[config.mk]
export PLATFORM = sky130hd
export DESIGN_NAME = vram_arbiter_flat
export DESIGN_NICKNAME = d
export VERILOG_FILES = /design/src/rtl/vram_arbiter_pkg.sv /design/src/rtl/vram_arbiter_if.sv /design/src/rtl/vram_ret_pipe.sv /design/src/rtl/vram_arbiter.sv /design/src/flat_wrapper.sv
export SDC_FILE = /design/constraint.sdc
export NUM_CORES = 1
export LEC_CHECK = 0
export BUFFER_PORTS_ARGS = -buffer_cell sky130_fd_sc_hd__buf_2
export CAP_MARGIN = 20
export CORE_ASPECT_RATIO = 1.2
export CORE_MARGIN = 5
export CORE_UTILIZATION = 29
export DETAILED_ROUTE_END_ITERATION = 6
export PLACE_DENSITY_LB_ADDON = 0.15
export SYNTH_ARGS = -nofsm -noshare
export SYNTH_HDL_FRONTEND = slang
export SYNTH_SLANG_ARGS = --single-unit
[constraint.sdc]
create_clock -name clk -period 1.95 [get_ports clk]
set_input_delay 0.2925 -clock clk [delete_from_list [all_inputs] [get_ports clk]]
set_output_delay 0.2925 -clock clk [all_outputs]
set_load 0.1 [all_outputs]
[src/rtl/vram_arbiter_pkg.sv]
// Shared constants and types for the VRAM arbiter.
// Covers the visible window size, the address/data widths, the CPU FSM states and the return tag.
package vga_pkg;

    localparam int H_ACTIVE = 640;
    localparam int V_ACTIVE = 480;
    localparam int ROW_W    = 9;
    localparam int COL_W    = 10;
    localparam int ADDR_W   = ROW_W + COL_W;
    localparam int DATA_W   = 12;

    typedef enum logic [1:0] {
        IDLE    = 2'd0,
        RD_WAIT = 2'd1,
        ACK     = 2'd2
    } cpu_state_t;

    typedef enum logic {
        DISP = 1'b0,
        CPU  = 1'b1
    } ret_tag_t;

    // An address is {row, col}; anything outside the visible window is rejected.
    function automatic logic addr_in_range(input logic [ADDR_W-1:0] addr);
        return (addr[ADDR_W-1:COL_W] < ROW_W'(V_ACTIVE)) &&
               (addr[COL_W-1:0] < COL_W'(H_ACTIVE));
    endfunction

endpackage

[src/rtl/vram_arbiter_if.sv]
// CPU-side request/acknowledge bus of the VRAM arbiter.
interface vram_arbiter_if;
    import vga_pkg::*;

    logic              cpu_req;
    logic              cpu_we;
    logic [ADDR_W-1:0] cpu_addr;
    logic [DATA_W-1:0] cpu_wdata;
    logic              cpu_ack;
    logic [DATA_W-1:0] cpu_rdata;

    modport master (
        output cpu_req, cpu_we, cpu_addr, cpu_wdata,
        input  cpu_ack, cpu_rdata
    );

    modport slave (
        input  cpu_req, cpu_we, cpu_addr, cpu_wdata,
        output cpu_ack, cpu_rdata
    );

endinterface

[src/rtl/vram_ret_pipe.sv]
// Return-side pipeline: remembers who issued the previous cycle's VRAM access.
// It then steers the 1-cycle-late read data into the pixel register or the CPU read register.
module vram_ret_pipe
    import vga_pkg::*;
(
    input  logic              clk,
    input  logic              rst,
    input  logic              pix_stb,
    input  logic              pix_vis,
    input  logic              cpu_rd,
    input  logic              cpu_rd_oor,
    input  logic [DATA_W-1:0] vram_rdata,
    output logic [DATA_W-1:0] pix_rgb,
    output logic              pix_valid,
    output logic [DATA_W-1:0] cpu_rdata
);

    ret_tag_t tag_q;
    logic     stb_q;
    logic     vis_q;
    logic     oor_q;

    always_ff @(posedge clk) begin
        if (rst) begin
            tag_q <= DISP;
            stb_q <= 1'b0;
            vis_q <= 1'b0;
            oor_q <= 1'b0;
        end else begin
            tag_q <= cpu_rd ? CPU : DISP;
            stb_q <= pix_stb;
            vis_q <= pix_vis;
            oor_q <= cpu_rd_oor;
        end
    end

    // A blank strobe still advances the pixel register, loading 0 / invalid.
    always_ff @(posedge clk) begin
        if (rst) begin
            pix_rgb   <= '0;
            pix_valid <= 1'b0;
            cpu_rdata <= '0;
        end else begin
            if (stb_q) begin
                if (vis_q && (tag_q == DISP)) begin
                    pix_rgb   <= vram_rdata;
                    pix_valid <= 1'b1;
                end else begin
                    pix_rgb   <= '0;
                    pix_valid <= 1'b0;
                end
            end
            if (tag_q == CPU) begin
                cpu_rdata <= oor_q ? '0 : vram_rdata;
            end
        end
    end

endmodule

[src/rtl/vram_arbiter.sv]
// Single-port VRAM arbiter: display fetch has absolute priority.
// CPU reads/writes use the cycles that are not display slots.
module vram_arbiter
    import vga_pkg::*;
(
    input  logic              clk,
    input  logic              rst,
    input  logic              pix_en,
    input  logic              scan_active,
    input  logic [ROW_W-1:0]  scan_row,
    input  logic [COL_W-1:0]  scan_col,
    output logic [DATA_W-1:0] pix_rgb,
    output logic              pix_valid,
    vram_arbiter_if.slave     cpu,
    output logic [ADDR_W-1:0] vram_addr,
    output logic              vram_we,
    output logic [DATA_W-1:0] vram_wdata,
    input  logic [DATA_W-1:0] vram_rdata
);

    cpu_state_t state;
    cpu_state_t state_nxt;
    logic       disp_slot;
    logic       addr_ok;
    logic       rd_issue;

    assign disp_slot = pix_en & scan_active;
    assign addr_ok   = addr_in_range(cpu.cpu_addr);

    always_ff @(posedge clk) begin
        if (rst) begin
            state <= IDLE;
        end else begin
            state <= state_nxt;
        end
    end

    // The port defaults to the scan address; the CPU takes it only from IDLE in a free cycle.
    always_comb begin
        state_nxt   = state;
        vram_addr   = {scan_row, scan_col};
        vram_we     = 1'b0;
        vram_wdata  = cpu.cpu_wdata;
        rd_issue    = 1'b0;
        cpu.cpu_ack = 1'b0;

        unique case (state)
            IDLE: begin
                if (cpu.cpu_req && !disp_slot) begin
                    vram_addr = cpu.cpu_addr;
                    if (cpu.cpu_we) begin
                        vram_we   = addr_ok;
                        state_nxt = ACK;
                    end else begin
                        rd_issue  = 1'b1;
                        state_nxt = RD_WAIT;
                    end
                end
            end
            RD_WAIT: state_nxt = ACK;
            ACK: begin
                cpu.cpu_ack = 1'b1;
                state_nxt   = IDLE;
            end
            default: state_nxt = IDLE;
        endcase

        if (rst) begin
            vram_we = 1'b0;
        end
    end

    vram_ret_pipe u_ret_pipe (
        .clk        (clk),
        .rst        (rst),
        .pix_stb    (pix_en),
        .pix_vis    (disp_slot),
        .cpu_rd     (rd_issue),
        .cpu_rd_oor (!addr_ok),
        .vram_rdata (vram_rdata),
        .pix_rgb    (pix_rgb),
        .pix_valid  (pix_valid),
        .cpu_rdata  (cpu.cpu_rdata)
    );

endmodule

[src/flat_wrapper.sv]
// flat-port wrapper written by rule: the top's interface ports become plain ports
module vram_arbiter_flat import vga_pkg::*;
  (clk, rst, pix_en, scan_active, scan_row, scan_col, pix_rgb, pix_valid, vram_addr, vram_we, vram_wdata, vram_rdata, cpu_cpu_req, cpu_cpu_we, cpu_cpu_addr, cpu_cpu_wdata, cpu_cpu_ack, cpu_cpu_rdata);
  vram_arbiter_if cpu_i ();
  input  logic clk;
  input  logic rst;
  input  logic pix_en;
  input  logic scan_active;
  input  logic [ROW_W-1:0] scan_row;
  input  logic [COL_W-1:0] scan_col;
  output logic [DATA_W-1:0] pix_rgb;
  output logic pix_valid;
  output logic [ADDR_W-1:0] vram_addr;
  output logic vram_we;
  output logic [DATA_W-1:0] vram_wdata;
  input  logic [DATA_W-1:0] vram_rdata;
  input wire logic [$bits(cpu_i.cpu_req)-1:0] cpu_cpu_req;
  input wire logic [$bits(cpu_i.cpu_we)-1:0] cpu_cpu_we;
  input wire logic [$bits(cpu_i.cpu_addr)-1:0] cpu_cpu_addr;
  input wire logic [$bits(cpu_i.cpu_wdata)-1:0] cpu_cpu_wdata;
  output wire logic [$bits(cpu_i.cpu_ack)-1:0] cpu_cpu_ack;
  output wire logic [$bits(cpu_i.cpu_rdata)-1:0] cpu_cpu_rdata;
  assign cpu_i.cpu_req = cpu_cpu_req;
  assign cpu_i.cpu_we = cpu_cpu_we;
  assign cpu_i.cpu_addr = cpu_cpu_addr;
  assign cpu_i.cpu_wdata = cpu_cpu_wdata;
  assign cpu_cpu_ack = cpu_i.cpu_ack;
  assign cpu_cpu_rdata = cpu_i.cpu_rdata;
  vram_arbiter u_core (.clk(clk), .rst(rst), .pix_en(pix_en), .scan_active(scan_active), .scan_row(scan_row), .scan_col(scan_col), .pix_rgb(pix_rgb), .pix_valid(pix_valid), .cpu(cpu_i), .vram_addr(vram_addr), .vram_we(vram_we), .vram_wdata(vram_wdata), .vram_rdata(vram_rdata));
endmodule
Word level (Yosys, flattened, before mapping)
Cells that the tools add are included.
{"block": "word_totals", "ff_bits": 31, "inputBits": 68, "output_inout_bits": 58, "wordCells": 38}
{"block": "op_classes", "n_lt_le_gt_ge": 2, "n_eq_ne": 3, "mux": 17, "n_bitwise": 2, "reduce_logical": 6}
{"operator": "19-bit two-way mux", "count": 2}
{"operator": "12-bit two-way mux", "count": 2}
{"operator": "10-bit < comparator (second input constant)", "count": 1}
{"operator": "1-bit two-way mux", "count": 10}
{"operator": "9-bit < comparator (second input constant)", "count": 1}
{"operator": "2-bit two-way mux", "count": 2}
{"operator": "2-bit one-hot mux with 2 select lines", "count": 1}
{"operator": "1-bit logical AND", "count": 3}
{"operator": "2-bit by 1-bit equality test with 1-bit output (second input constant)", "count": 1}
{"operator": "2-bit equality test (second input constant)", "count": 1}
{"operator": "1-bit logical NOT", "count": 2}
{"operator": "2-bit logical NOT", "count": 1}
{"operator": "2-bit by 1-bit != test with 1-bit output (second input constant)", "count": 1}
{"operator": "1-bit AND", "count": 1}
{"operator": "1-bit NOT", "count": 1}

Depth between registers and ports, before layout
{"block": "logic_depth", "ltp_word": 6, "mapped_depth": 4, "mapped_depth_nobuf": 3}

Hierarchy
From an unflattened synthesis, not the netlist that was laid out.
{"block": "hier_totals", "hier_cells": 167, "hier_area_um2": 1700.4}
{"mod": "vram_ret_pipe", "instances": 1, "cells_per_inst": 119, "area_each_um2": 1189.9, "seq_area_each_um2": 580.6}
{"mod": "vram_arbiter", "instances": 1, "cells_per_inst": 48, "area_each_um2": 510.5, "seq_area_each_um2": 40.0}

Least setup slack after synthesis
Ideal clock, no wire load.
{"block": "synth_path", "kind": "input -> output", "from": "input port cpu_cpu_req", "to": "output port vram_we", "t_arrival_ns": 2.777, "required_time_ns": 1.657, "slack_ns": -1.120, "cell_stages": 4, "n_path_buf": 1, "path_cell_list": "a21boi_2 -> nand2_2 -> buf_6 -> nor3_1"}
{"block": "synth_via", "elab_chain_cells": 4}
{"item": "start: declaration", "line": "flat_wrapper.sv:17", "text": "input wire logic [$bits(cpu_i.cpu_req)-1:0] cpu_cpu_req;"}
{"item": "1-bit logical AND", "line": "vram_arbiter.sv:49", "text": "if (cpu.cpu_req && !disp_slot) begin"}
{"item": "1-bit two-way mux", "line": "vram_arbiter.sv:49"}
{"item": "1-bit two-way mux", "line": "vram_arbiter.sv:47", "text": "unique case (state)"}
{"item": "1-bit two-way mux", "line": "vram_arbiter.sv:68", "text": "if (rst) begin"}
{"item": "end: declaration", "line": "flat_wrapper.sv:14", "text": "output logic vram_we;"}
Every way passes these cells.

Final worst setup path
{"block": "layout_path", "from": "register u_core.state[0]", "to": "output port vram_addr[3]"}
{"block": "layout_via", "elab_chain_cells": 2}
{"item": "start: declaration", "line": "vram_arbiter.sv:21", "text": "cpu_state_t state;"}
{"item": "start signal: assignment", "line": "vram_arbiter.sv:34", "text": "state <= state_nxt;"}
{"item": "2-bit logical NOT", "line": "vram_arbiter.sv:47"}
{"item": "19-bit two-way mux", "line": "vram_arbiter.sv:47"}
{"item": "end: declaration", "line": "flat_wrapper.sv:13", "text": "output logic [ADDR_W-1:0] vram_addr;"}
Every way passes these cells.

==> metrics.md <==
| Metric | Value |
|---|---|
| Run status | `finished, final reports clean` |
| Warning count from the yosys run | `0` |
| DRC marker count from the first detailed-route iteration | `58` |
| Number of global-route vias before repair | `1,504` |
| Portion of the clock cycle consumed by the worst path in the final layout | `95.5%` |
| Top-level port count | `126` |
| Worst path arrival time | `1570 ps` |
| Horizontal extent of the die | `75.9 um` |
| Most common library cell in the layout ignoring fill and taps | `sky130_fd_sc_hd__buf_2` |
| Final hold viol count | `0` |
| Core ar. | `5010 um^2` |
| Worst setup skew after layout | `7.20 ps` |
| Final setup violation count | `0` |
| WL/cell | `14.4 um` |
| Router iterations before antenna repair | `4` |
| Top library cells by usage in the layout, fill and taps aside | `sky130_fd_sc_hd__buf_2, sky130_fd_sc_hd__dfxtp_1, sky130_fd_sc_hd__buf_12` |
| Area of the mapped netlist | `1510 um^2` |
| Largest stage delay on the critical path | `350 ps` |
| Final Max Slew Viols | `0` |
| Minimum setup slack in the final design | `88.5 ps` |
| Clock transition at the register clock pins on the worst setup and hold paths after CTS | `60 ps` |
| Smallest hold slack | `228 ps` |
| EDFF count, synth | `0` |
| Peak VDD IR | `0.000282 V` |
| Fill cell total of the finished layout | `480` |
| Count of buffers inserted at the top-level ports | `101` |
| Via Count | `1,403` |
| Setup TNS | `0 ps` |
| H-tree lvl count | `2` |
| Layout-stage area growth over the synthesis result | `58.7%` |
| Most used cell along the critical path | `sky130_fd_sc_hd__buf_12` |
| Number of distinct library cells after synthesis | `23` |
| FMAX | `537 MHz` |
| Commonest register cell after synthesis | `sky130_fd_sc_hd__dfxtp_1` |
| First-pass GRT wire length | `6.91 mm` |
| RSZ-0062 raised after global routing | `false` |
| Clock sink count | `31` |
| Share of cells above drive strength 1 | `56.4%` |
| Hold_buf cts | `0` |
| Final weighted congestion in routability-driven placement | `0.683` |
| Slew at the pin closest to its max-slew limit | `506 ps` |
| PD cells | `795 nW/um^2` |
| Endpoint class of the critical path | `primary output` |
| Pin count of the biggest net entering global routing | `26` |
| Pre-CTS setup slack | `213 ps` |
| Total power after layout | `1910 uW` |
| Avg Inst Size Synth | `10.0 um^2` |
| Critical Path Slowest Stage Cell | `sky130_fd_sc_hd__dfxtp_1` |
| Number of nets at the end of the flow | `309` |
| Residual overflow from global routing | `0` |
| Synth Register Bits | `31` |
| Diodes inserted | `0` |
| TritonCTS clock tree | `yes` |
| Slew HR | `66.2%` |
| DRT Wirelength | `4.33 mm` |
| Antenna violations before repair | `0` |
| Initial standard-cell utilization of the core | `30.2%` |
| Count of mapped cells out of synthesis | `151` |
| Cell at the root of the clock tree | `sky130_fd_sc_hd__clkbuf_8` |
| Maximum fanout along the worst path | `12` |
| Detailed-route DRC error count | `0` |
| Max Root-Sink Buffers | `2` |
| Post-synth net total | `219` |
| Max-capacitance violation count | `0` |
| Via density per instance | `4.66` |
| Nature of the critical path startpoint | `flop` |
| Final Critical Period | `1860 ps` |
| Final cell count without fillers | `301` |
| Chip height | `89.1 um` |
| TritonCTS buffer count | `5` |
| Global-route usage over all layers | `12.7%` |
| DP Wirelength | `3.49 mm` |
| Insertion delay of the later-clocked pin in the worst-skew pair | `280 ps` |
| Gate family responsible for the most delay along the worst path | `flip-flops` |
| CP cell instances | `nor2_2, nand2_4, buf_12, mux2_4, buf_12` |
| Data required time of the worst path | `1660 ps` |
| Number of routed nets with antenna violations | `0` |
| Share of async-settable or async-resettable flops after synthesis | `0%` |
| Critical path type | `flop to primary output` |
| Static leakage power | `0.00114 uW` |
| Worst min path class | `input pin to flop` |
| Cell total after placement | `294` |
| Standard-cell rows | `28` |
| Floorplan die area | `6760 um^2` |
| Sequential fraction of the synthesis area | `41.1%` |
| Crit path buffers/inverters | `2` |
## stage by stage
step                      utilization (%)  cell area (um^2)
after floorplan                         -              1530
after global placement               46.0              2300
after detailed placement             46.0              2300
after CTS                            47.7              2390
after global routing                 47.9              2400
final                                47.9              2400
## sequential cells by signal, indices dropped and copies added (netlist names)
signal / flops
u_core.u_ret_pipe.cpu_rdata: 12
u_core.u_ret_pipe.pix_rgb: 12
u_core.u_ret_pipe.pix_valid: 1
u_core.u_ret_pipe.vis_q: 1
u_core.u_ret_pipe.tag_q: 1
u_core.u_ret_pipe.oor_q: 1
u_core.state: 2
u_core.u_ret_pipe.stb_q: 1
## cell type report
cell class                 count  area [um^2]  share of cell area [%]
timing repair buffer         105          848                    35.4
clock inverter                 1         5.00                   0.209
tap                           60         75.1                    3.13
multi-input combinational     97          763                    31.8
clock buffer                   6         82.6                    3.44
inverter                       1         3.75                   0.156
sequential                    31          621                    25.9
## layer usage
layer,wire [um],global-route usage (%)
met1,1510,12.7
met2,2100,21.2
met3,667,7.86
met4,55,5.34
met5,0,0
## timing repair
action                                  4_1_cts  5_1_grt
endpoints found under the setup margin        0       16
resized for setup                             0        2
setup buffers                                 0        0
## synthesized netlist by cell type, types with 2 or more instances
| cell | number | area share [%] |
|---|---|---|
| sky130_fd_sc_hd__dfxtp_1 | 31 | 41 |
| sky130_fd_sc_hd__mux2_4 | 17 | 17 |
| sky130_fd_sc_hd__a21oi_1 | 15 | 5.0 |
| sky130_fd_sc_hd__nor2_1 | 14 | 3.5 |
| sky130_fd_sc_hd__a22oi_1 | 12 | 6.0 |
| sky130_fd_sc_hd__buf_4 | 12 | 6.0 |
| sky130_fd_sc_hd__nand2b_1 | 12 | 5.0 |
| sky130_fd_sc_hd__nand3b_1 | 12 | 6.0 |
| sky130_fd_sc_hd__clkbuf_1 | 5 | 1.2 |
| sky130_fd_sc_hd__nor3_1 | 4 | 1.3 |
| sky130_fd_sc_hd__buf_2 | 2 | 0.66 |
| sky130_fd_sc_hd__buf_6 | 2 | 1.5 |
| sky130_fd_sc_hd__mux2_2 | 2 | 1.5 |
| sky130_fd_sc_hd__nor2b_1 | 2 | 0.83 |
## power by group
group	total, uW	internal (uW)	switching, uW	leakage (uW)
Sequential	659	648	10.8	0.000251
Clock	494	276	218	0.0000470
Combinational	754	277	477	0.000845
## kinds of logic after synthesis
group	count (synthesis)	synth area share [%]
mux	19	18.4
buf+inv	23	9.85
flops	31	41.1
compound gates	29	12.0
simple gates	49	18.7
## worst paths after layout
path	to	cells after the start	start	slack, ps
setup / recovery	vram_addr[3]	5	u_core.state[0]$_SDFFE_PP0P_	90
hold / removal	u_core.u_ret_pipe.tag_q$_SDFF_PP0_	2	cpu_cpu_we	230
setup reg to reg	u_core.u_ret_pipe.pix_rgb[8]$_SDFFE_PP0P_	3	u_core.u_ret_pipe.tag_q$_SDFF_PP0_	800
hold reg to reg	u_core.u_ret_pipe.cpu_rdata[5]$_SDFFE_PP0P_	2	u_core.u_ret_pipe.cpu_rdata[5]$_SDFFE_PP0P_	460
Power figures use the tool's default switching activity.
